File: config.mk
export PLATFORM = sky130hd
export DESIGN_NAME = nfa_chain_engine
export DESIGN_NICKNAME = d
export VERILOG_FILES = /design/src/rtl/nfa_pkg.sv /design/src/rtl/nfa_state_cell.sv /design/src/rtl/nfa_chain_engine.sv
export SDC_FILE = /design/constraint.sdc
export NUM_CORES = 1
export LEC_CHECK = 0
export ABC_AREA = 1
export ABC_CLOCK_PERIOD_IN_PS = 1900
export CAP_MARGIN = 0
export CORE_MARGIN = 2
export CORE_UTILIZATION = 34
export DETAILED_ROUTE_END_ITERATION = 10
export PLACE_DENSITY = 0.63
export SYNTH_ARGS = -nofsm -noshare
export SYNTH_HDL_FRONTEND = slang
export SYNTH_HIERARCHICAL = 1
export SYNTH_SLANG_ARGS = --single-unit
File: constraint.sdc
create_clock -name clk -period 1.9 [get_ports clk]
set_input_delay 0.19 -clock clk [delete_from_list [all_inputs] [get_ports clk]]
set_output_delay 0.19 -clock clk [all_outputs]
set_load 0.02 [all_outputs]
File: src/rtl/nfa_pkg.sv
// Shared definitions for the linear-chain NFA matcher.
// Holds the start-mode encodings, the field extractor for the packed per-state class table,
// and an elaboration-time legality check for the engine parameters.
package nfa_pkg;

  localparam int unsigned START_UNANCH = 0;  // a match may begin at any byte
  localparam int unsigned START_ANCH   = 1;  // a match must begin at the first byte after sod
  localparam int unsigned START_MULTI  = 2;  // first byte, or the byte after a newline class hit

  // Widest packed class table the helpers accept (64 states x 16-bit indices).
  localparam int unsigned MAX_SC_W = 1024;

  // Field i of the packed class table (field 0 in the least significant bits).
  function automatic int unsigned cls_idx(input logic [MAX_SC_W-1:0] state_class,
                                          input int unsigned i, input int unsigned cls_w);
    int unsigned idx;
    idx = 0;
    for (int unsigned b = 0; b < cls_w; b++) begin
      if (state_class[i*cls_w+b]) idx = idx | (32'd1 << b);
    end
    return idx;
  endfunction

  function automatic bit params_ok(input int unsigned n_states, input int unsigned n_classes,
                                   input int unsigned cls_w, input logic [63:0] skip,
                                   input logic [MAX_SC_W-1:0] state_class,
                                   input int unsigned nl_class, input int unsigned start_mode);
    bit ok;
    ok = 1'b1;
    if (n_states < 2 || n_states > 64) ok = 1'b0;
    if (n_states * cls_w > MAX_SC_W) ok = 1'b0;
    if (cls_w == 0 || cls_w > 16 || (32'd1 << cls_w) < n_classes) ok = 1'b0;
    if (skip[1:0] != 2'b00) ok = 1'b0;
    if (nl_class >= n_classes) ok = 1'b0;
    if (start_mode > START_MULTI) ok = 1'b0;
    if (ok) begin
      for (int unsigned i = 0; i < n_states; i++) begin
        if (cls_idx(state_class, i, cls_w) >= n_classes) ok = 1'b0;
      end
    end
    return ok;
  endfunction

endpackage

File: src/rtl/nfa_state_cell.sv
// One state of the NFA chain: a single flop that advances only on enabled bytes.
// Ports: clk, sod (async clear), en (clock enable), hit (this state's class hit for the byte),
//        pred (predecessor / start token), loop (self re-arm), skip (feed from two states back),
//        st (registered state).
module nfa_state_cell (
  input  logic clk,
  input  logic sod,
  input  logic en,
  input  logic hit,
  input  logic pred,
  input  logic loop,
  input  logic skip,
  output logic st
);

  always_ff @(posedge clk or posedge sod) begin
    if (sod) begin
      st <= 1'b0;
    end else if (en) begin
      st <= hit & (pred | loop | skip);
    end
  end

endmodule

File: src/rtl/nfa_chain_engine.sv
// Parametrised linear-chain NFA matcher: one instance matches one rule.
// Ports: clk; sod (async start-of-data clear); en (byte valid); cls_hit (class hits of the byte);
//        match (sticky); match_pulse (one cycle on the first match);
//        match_offset (1-based index of the byte that completed the first match);
//        byte_cnt (saturating count of enabled bytes since sod).
module nfa_chain_engine
  import nfa_pkg::*;
#(
  parameter int unsigned                  N_STATES    = 8,
  parameter int unsigned                  N_CLASSES   = 33,
  parameter int unsigned                  CLS_W       = 6,
  parameter logic [N_STATES*CLS_W-1:0]    STATE_CLASS = '0,
  parameter logic [N_STATES-1:0]          SELF_LOOP   = '0,
  parameter logic [N_STATES-1:0]          SKIP        = '0,
  parameter int unsigned                  START_MODE  = 0,
  parameter int unsigned                  NL_CLASS    = 0,
  parameter int unsigned                  OFS_W       = 16
) (
  input  logic                 clk,
  input  logic                 sod,
  input  logic                 en,
  input  logic [N_CLASSES-1:0] cls_hit,
  output logic                 match,
  output logic                 match_pulse,
  output logic [OFS_W-1:0]     match_offset,
  output logic [OFS_W-1:0]     byte_cnt
);

  localparam logic [MAX_SC_W-1:0] SC_EXT  = MAX_SC_W'(STATE_CLASS);
  localparam int unsigned         IDX_W   = (N_CLASSES > 1) ? $clog2(N_CLASSES) : 1;
  localparam logic [IDX_W-1:0]    NL_IDX  = IDX_W'(NL_CLASS);
  localparam logic [OFS_W-1:0]    CNT_MAX = '1;

  if (!params_ok(N_STATES, N_CLASSES, CLS_W, 64'(SKIP), SC_EXT, NL_CLASS, START_MODE))
  begin : g_param_err
    $error("nfa_chain_engine: illegal parameter set");
  end

  logic [N_STATES-1:0] st;
  logic                first_q;
  logic                nl_prev_q;
  logic                start_tok;
  logic                rise;

  // first_q marks the first enabled byte after sod; nl_prev_q remembers a newline on the last one.
  always_ff @(posedge clk or posedge sod) begin
    if (sod) begin
      first_q   <= 1'b1;
      nl_prev_q <= 1'b0;
    end else if (en) begin
      first_q   <= 1'b0;
      nl_prev_q <= cls_hit[NL_IDX];
    end
  end

  always_comb begin
    start_tok = 1'b1;
    case (START_MODE)
      START_ANCH:  start_tok = first_q;
      START_MULTI: start_tok = first_q | nl_prev_q;
      default:     start_tok = 1'b1;
    endcase
  end

  for (genvar i = 0; i < N_STATES; i++) begin : g_state
    localparam logic [IDX_W-1:0] CIDX = IDX_W'(cls_idx(SC_EXT, i, CLS_W));
    logic pred;
    logic skip_in;

    if (i == 0) begin : g_head
      assign pred = start_tok;
    end else begin : g_body
      assign pred = st[i-1];
    end

    // Skip edge bypasses the optional state i-1.
    if (i >= 2) begin : g_skip
      assign skip_in = SKIP[i] & st[i-2];
    end else begin : g_noskip
      assign skip_in = 1'b0;
    end

    nfa_state_cell u_cell (
      .clk  (clk),
      .sod  (sod),
      .en   (en),
      .hit  (cls_hit[CIDX]),
      .pred (pred),
      .loop (SELF_LOOP[i] & st[i]),
      .skip (skip_in),
      .st   (st[i])
    );
  end

  // Only the first entry into the accepting state is reported and captured.
  assign rise = st[N_STATES-1] & ~match;

  always_ff @(posedge clk or posedge sod) begin
    if (sod) begin
      byte_cnt     <= '0;
      match        <= 1'b0;
      match_pulse  <= 1'b0;
      match_offset <= '0;
    end else begin
      if (en && byte_cnt != CNT_MAX) byte_cnt <= byte_cnt + 1'b1;
      match       <= match | st[N_STATES-1];
      match_pulse <= rise;
      if (rise) match_offset <= byte_cnt;
    end
  end

endmodule
# == Word level (Yosys, flattened, before mapping) ==
# Index checks and enable logic that the tools add are counted.
# op_classes
n_addsub,1
eq_ne,1
n_bitwise,10
n_reduce_logical,1
# ops
op,n
$add 16x1->16 const B,1
$ne 16x16->1 const B,1
$and 1x1->1,8
$logic_and 1x1->1,1
$not 1->1,1
$or 1x1->1,1
# totals
register_bits,42
in_bits,36
out_inout_bits,34
elab_cells,25

# == Longest topological paths before layout ==
# Gate-level depths: netlist of the first run.
# logic_depth
ltp_word,2
mapped_depth,9
ltp_nobuf,9

# == Hierarchy ==
# Netlist of the first run, hierarchy kept.
# by_module_without_submodules
mod,n_inst,cells_each,area_per_inst_um2,seq_area_each_um2
nfa_chain_engine,1,213,1701.6,850.8
nfa_state_cell,8,11,62.6,25.0

# == Least setup slack after synthesis of the first run ==
# No wires, ideal clock.
# synth_path
path_kind,flip-flop to flip-flop
start,register byte_cnt[0]
end,register byte_cnt[9]
setup_ns,0.119
t_arrival_ns,1.534
t_required_ns,1.781
setup_slack_ns,0.248
path_stages_with_launch,10
path_buffers,1
period_less_slack_ns,1.652
cell_sequence,dfrtp_1 -> ha_1 -> inv_2 -> nor2_4 -> nand2_4 -> nor2_4 -> nor2_2 -> buf_6 -> nand2_2 -> o21ai_2
# synth_between
elab_chain_len,2
elab_cells_between_ends,3
classes_between,1 x add/sub; 1 x eq/ne; 1 x reduce/logical
# synth_rtl
item,line,rtl
"start, declared",nfa_chain_engine.sv:26,output logic [OFS_W-1:0] byte_cnt
"start signal, assigned",nfa_chain_engine.sv:105,if (en && byte_cnt != CNT_MAX) byte_cnt <= byte_cnt + 1'b1;
branches (longest 2 deep; another with $add 16x1->16),n/a,
# Parallel ways; which one is timed is not known.
# A chain may end at the register's enable or synchronous reset.

# == Final worst setup path of the first run ==
# layout_path
start,register byte_cnt[5]
end,output port byte_cnt[5]
# No word-level cell between the ends.

==> metrics.txt, run 1 <==
outcome=complete, no violations; CP endpoint kind=output port; multi-input logic area=972 sq um; Flop pwr share=43.8%; fin util=45.6%; Setup-failing EPs final=0; DRT Pass-1 Iters=4; CTS tree=built; cell area after synthesis=2200 sq um; crit path launch=byte_cnt[5]$_DFFE_PP0P_; Final ANT Viol Nets=0; Setup Skew=0.00630 ns; Clk pin slew, worst setup/hold paths=0.08 ns; CP max stage delay=0.60 ns; Final Total Pwr=2.62 mW; largest net degree at the start of global routing=35; Async SR Flop Fraction=100%; Core Area=6310 sq um; P_int=about 1.7 mW; Mapped Cells=between 300 and 400; Avg Vias per Cell=4.25; Clock Path Buffers=2; TritonCTS Buffers=5; WP data required=1.71 ns; P&R area growth vs syn=30.7%; I/O pins=70; fmax=between 600 and 700 MHz; CP max-delay cell=clkdlybuf4s50_1; YS warnings=6; combinational group share of total power=a little under 30%; Synth top area share=47.7%; GPL Wtd Cong=between 0.8 and 0.9; element type at the critical path start=flop; non-filler instance count after layout=442; Mean Syn Cell Area=between 7 and 8 sq um; critical path class=reg2out; Synth area leader=dfrtp_1; setup bufs post-CTS=0; register area=1050 sq um; total global routing overflow=0; share of cells above drive strength 1=10.7%; wire length of the first global-routing pass=8.14 mm; Rows=29; vias in the first global route=1822; Final TNS setup=0 ns; Worst EP arrival=~1.5 ns; # Max-Cap Violations=0; Min Hold Slack=0.198 ns; R2R depth=9; Post-synth EDFFs=0; Post-synth top cells=109 x nand2_1, 57 x inv_1, 42 x dfrtp_1; register area share after synthesis=47.7%; sw power=about 870 uW; fill count=677; htree depth=2; Clock power frac=26.8%; Hold Path Class=in2async; Buffers on Ports=37; Final Critical Period=approximately 1.6 ns; Post-route DRC=0; r2r startpoint=byte_cnt[1]$_DFFE_PP0P_; Net count, final=401; hold_buf cts=0; fin crit share=86.4%; hpwl dp=3.41 mm; Clock Root Buffer=clkbuf_8; DIE WIDTH=84.5 um; GRT Total Usage=14.0%; Pleak=1.47 nW; placed cells=roughly 430; Final Slew Violations=0; routed length per instance=10.3 um; die height=84.5 um; pwr dens=910 nW/um^2; Clock Latency Late Sink=0.30 ns; Synth cell types=20; Vias=1880; Max FO, Critical Path=5; diode count=0; starting density of the core=34.9%; unrepaired setup endpoints after global routing=false; prevailing post-synth register cell=dfrtp_1; Seq cells post-synth=42; top cells by area, synth=dfrtp_1 48%, nand2_1 19%, inv_1 9.7%; clk sinks=42; full die area=a little over 7000 sq um; cts repair resizes=0; Fin. Hold Viols=0; crit-path cells=buf_4 -> clkdlybuf4s50_1; final WL=between 4 and 5 mm; initial antenna violation count=0; count leader, synth=nand2_1; Sw Share=33.3%; first-iteration detailed-routing DRC count=between 80 and 90; VDD IR max=0.471 mV
cell type report:
| cell class | count | area share [%] |
|---|---|---|
| Clock buffer | 6 | 2.52 |
| Clock inverter | 2 | 1.30 |
| Inverter | 58 | 7.57 |
| Multi-Input combinational cell | 212 | 33.8 |
| Sequential cell | 42 | 36.5 |
| Tap cell | 77 | 3.35 |
| Timing Repair Buffer | 45 | 15.0 |
final timing paths:
path | end | slack [ns]
max reg2reg | byte_cnt[14]$_DFFE_PP0P_ | 0.27
max in group asynchronous | byte_cnt[12]$_DFFE_PP0P_ | 1.13
min in group clk | match_pulse$_DFF_PP0_ | 0.48
min | g_state[4].u_cell/st$_DFFE_PP0P_ | 0.20
min reg2reg | match_pulse$_DFF_PP0_ | 0.48
max | byte_cnt[5] | 0.26
metal layers:
| layer | vias up | wire, um | global-route usage (%) | share of wire [%] |
|---|---|---|---|---|
| li1 | 1000 | - | - | - |
| met1 | 839 | 2250 | 18.5 | 49 |
| met2 | 32 | 2020 | 22.0 | 44 |
| met3 | 9 | 222 | 4.13 | 4.9 |
| met4 | 0 | 67 | 4.62 | 1.5 |
| met5 | - | 0 | 0 | 0 |
kinds of logic after synthesis:
| group | after synthesis | share of synthesized area [%] |
|---|---|---|
| and+or+nand+nor | 170 | 33.8 |
| xor gates and xnor gates | 2 | 0.796 |
| DFF | 42 | 47.7 |
| buffers and inverters | 62 | 10.9 |
| other | 2 | 0.341 |
| adders and majority gates | 1 | 0.568 |
| AOI/OAI and AO/OA | 22 | 5.85 |
power by group through the flow:
stage	Combinational, mW	Clock [mW]	Sequential [mW]
finish	0.772	0.701	1.15
CTS	0.781	0.722	1.15
detailed placement	0.778	0	1.16
global route	0.854	0.762	1.17
floorplan	0.285	0	1.29
global placement	0.769	0	1.16
flip-flops by register name, summed over array words and instances (netlist names):
| signal | flops |
|---|---|
| match_offset | 16 |
| match_pulse | 1 |
| g_state.u_cell/st | 8 |
| match | 1 |
| byte_cnt | 16 |
cells in the final DEF, fill, tap and decap left out, types with 8 or more instances in the layout:
cell             netlist  routed
buf_4                  0       8
clkdlybuf4s50_1        0      37
conb_1                 2      17
dfrtp_1               42      42
inv_1                 57      57
nand2_1              109     109
nand2_2                9       9
nand3_1               12      12
nor2_1                25      25
o21ai_0               17      17
through the flow:
step	cell area, sq um	setup slack [ns]
final	2880	0.259
after global routing	2880	0.117
after CTS	2870	0.0776
after detailed placement	2760	0.0846
after global placement	2760	0.111
after floorplan	2260	0.248
critical path, delay by kind of cell (launching register included):
family                 cells  cell delay [ns]
buffers and inverters      2             0.76
DFF                        1             0.39
No activity file was read; power rests on OpenSTA's default activity.
==> run 2, diff against run 1 <==
--- a/config.mk
+++ b/config.mk
@@ -12,6 +12,7 @@
 export CORE_UTILIZATION = 34
 export DETAILED_ROUTE_END_ITERATION = 10
 export PLACE_DENSITY = 0.63
+export REMOVE_ABC_BUFFERS = 1
 export SYNTH_ARGS = -nofsm -noshare
 export SYNTH_HDL_FRONTEND = slang
 export SYNTH_HIERARCHICAL = 1
==> metrics.txt, run 2 (same netlist as run 1, synthesis figures left out) <==
placed cells=435; share of cells above drive strength 1=a little over a tenth; final WL=4.49 mm; Avg Vias per Cell=4.23; Final Slew Violations=0; die height=84.5 um; CP max stage delay=approximately 0.67 ns; setup bufs post-CTS=0; CP endpoint kind=output port; Pleak=1.47 nW; crit path launch=byte_cnt[3]$_DFFE_PP0P_; GR peak layer=met2; routed length per instance=10.1 um; R2R depth=9; fin crit share=85.5%; fill count=653; GPL Wtd Cong=roughly 0.79; initial antenna violation count=0; Regs by FF count=byte_cnt (16), match_offset (16), g_state.u_cell/st (8); Clk pin slew, worst setup/hold paths=0.08 ns; Clock Latency Late Sink=~0.29 ns; clk sinks=42; unrepaired setup endpoints after global routing=false; TritonCTS Buffers=5; r2r setup slk=approximately 0.34 ns; largest net degree at the start of global routing=35; largest delay contributor family on the critical path=buffers and inverters; Hold Path Class=in2async; # Max-Cap Violations=0; fmax=616 MHz; met3 Use GR=approximately 3.2%; Setup-failing EPs final=0; FF-to-FF End=byte_cnt[14]$_DFFE_PP0P_; total global routing overflow=0; Worst EP arrival=1.43 ns; diode count=0; P_int=~1.8 mW; GRT Total Usage=14.0%; WP buf/inv=1; multi-input logic area=972 sq um; Final Critical Period=1.62 ns; DIE WIDTH=roughly 84 um; Max FO, Critical Path=6; Core Area=6310 sq um; Buffers on Ports=37; VDD IR max=0.485 mV; Min Hold Slack=0.190 ns; Setup Skew=0.00550 ns; first-iteration detailed-routing DRC count=88; Rows=29; non-filler instance count after layout=443; grt met2 use=23.0%; Net count, final=402; Clock Path Buffers=2; crit-path cells=clkdlybuf4s50_1; Final ANT Viol Nets=0; cts repair resizes=0; CP Depth=1; combinational group share of total power=29.9%; Final TNS setup=0 ns; Flop pwr share=43.6%; register area=around 1100 sq um; starting density of the core=34.9%; Sw Share=32.9%; hpwl dp=about 3.4 mm; Post-route DRC=0; Vias=1875; P&R area growth vs syn=30.9%; CP max-delay cell=clkdlybuf4s50_1; r2r startpoint=byte_cnt[0]$_DFFE_PP0P_; DRT Pass-1 Iters=4; Clock Root Buffer=clkbuf_8; pwr dens=909 nW/um^2; sw power=roughly 860 uW; full die area=7140 sq um; wire length of the first global-routing pass=just over 8 mm; critical path class=reg2out; Fin. Hold Viols=0; vias in the first global route=around 1800; met1 global-route usage=18.1%; element type at the critical path start=flop; outcome=complete, no violations; htree depth=2; WP data required=1.71 ns; most frequent cells in the layout=109 x nand2_1, 57 x inv_1, 42 x dfrtp_1; Clock power frac=26.5%; I/O pins=70; most common cell after layout, fill and taps aside=nand2_1; hold_buf cts=0; CTS tree=built
==> run 2: cell types whose count changed in the layout (fill, tap and decap cells not counted), sizes merged <==
| cell | before | now |
|---|---|---|
| buf | 8 | 9 |
| clkbuf | 6 | 7 |
| clkinvlp | 1 | 0 |
==> run 2: worst reg2reg max path: stages, from the launching register on <==
cell and delay (ns):
dfrtp_1 0.35, ha_1 0.18, buf_4 0.14, nand3_1 0.08, nor2_1 0.18, nand3_1 0.18
nor2_1 0.18, nand2_1 0.07, nand2_1 0.06, nand2_1 0.05
==> run 2: layer usage <==
layer	share of wire, %	up-vias
li1	-	1003
met1	46	837
met2	48	31
met3	4.5	4
met4	0.94	0
met5	0	-
==> run 2: metrics by stage <==
step,instance area [sq um],utilization [%],power (mW),setup WS (ns)
floorplan,2240,-,1.57,0.0608
global placement,2770,43.9,1.93,0.0991
detailed placement,2770,43.9,1.95,0.0626
CTS,2880,45.6,2.67,0.0919
global route,2880,45.6,2.80,0.144
finish,2880,45.6,2.62,0.276
==> run 2: worst max path at each step <==
stage / end / slack (ns)
finish: byte_cnt[3] / 0.28
detailed placement: byte_cnt[0]$_DFFE_PP0P_ / 0.06
global placement: byte_cnt[0]$_DFFE_PP0P_ / 0.1
floorplan: byte_cnt[0]$_DFFE_PP0P_ / 0.06
global route: byte_cnt[14]$_DFFE_PP0P_ / 0.14
CTS: byte_cnt[0]$_DFFE_PP0P_ / 0.09
==> run 2: layout make-up <==
class | instances | share of cell area [%]
Tap cell | 77 | 3.34
Inverter | 58 | 7.56
Clock buffer | 7 | 2.65
Timing Repair Buffer | 46 | 15.2
Sequential cell | 42 | 36.5
Multi-Input combinational cell | 212 | 33.7
Clock inverter | 1 | 1.04
==> run 2: power by group through the flow <==
stage          sequential, mW  combinational (mW)  clock, mW
2_1_floorplan            1.29               0.282          0
3_3_place_gp             1.15               0.779          0
3_5_place_dp             1.16               0.790          0
4_1_cts                  1.15               0.795      0.728
5_1_grt                  1.17               0.866      0.764
6_report                 1.14               0.782      0.694
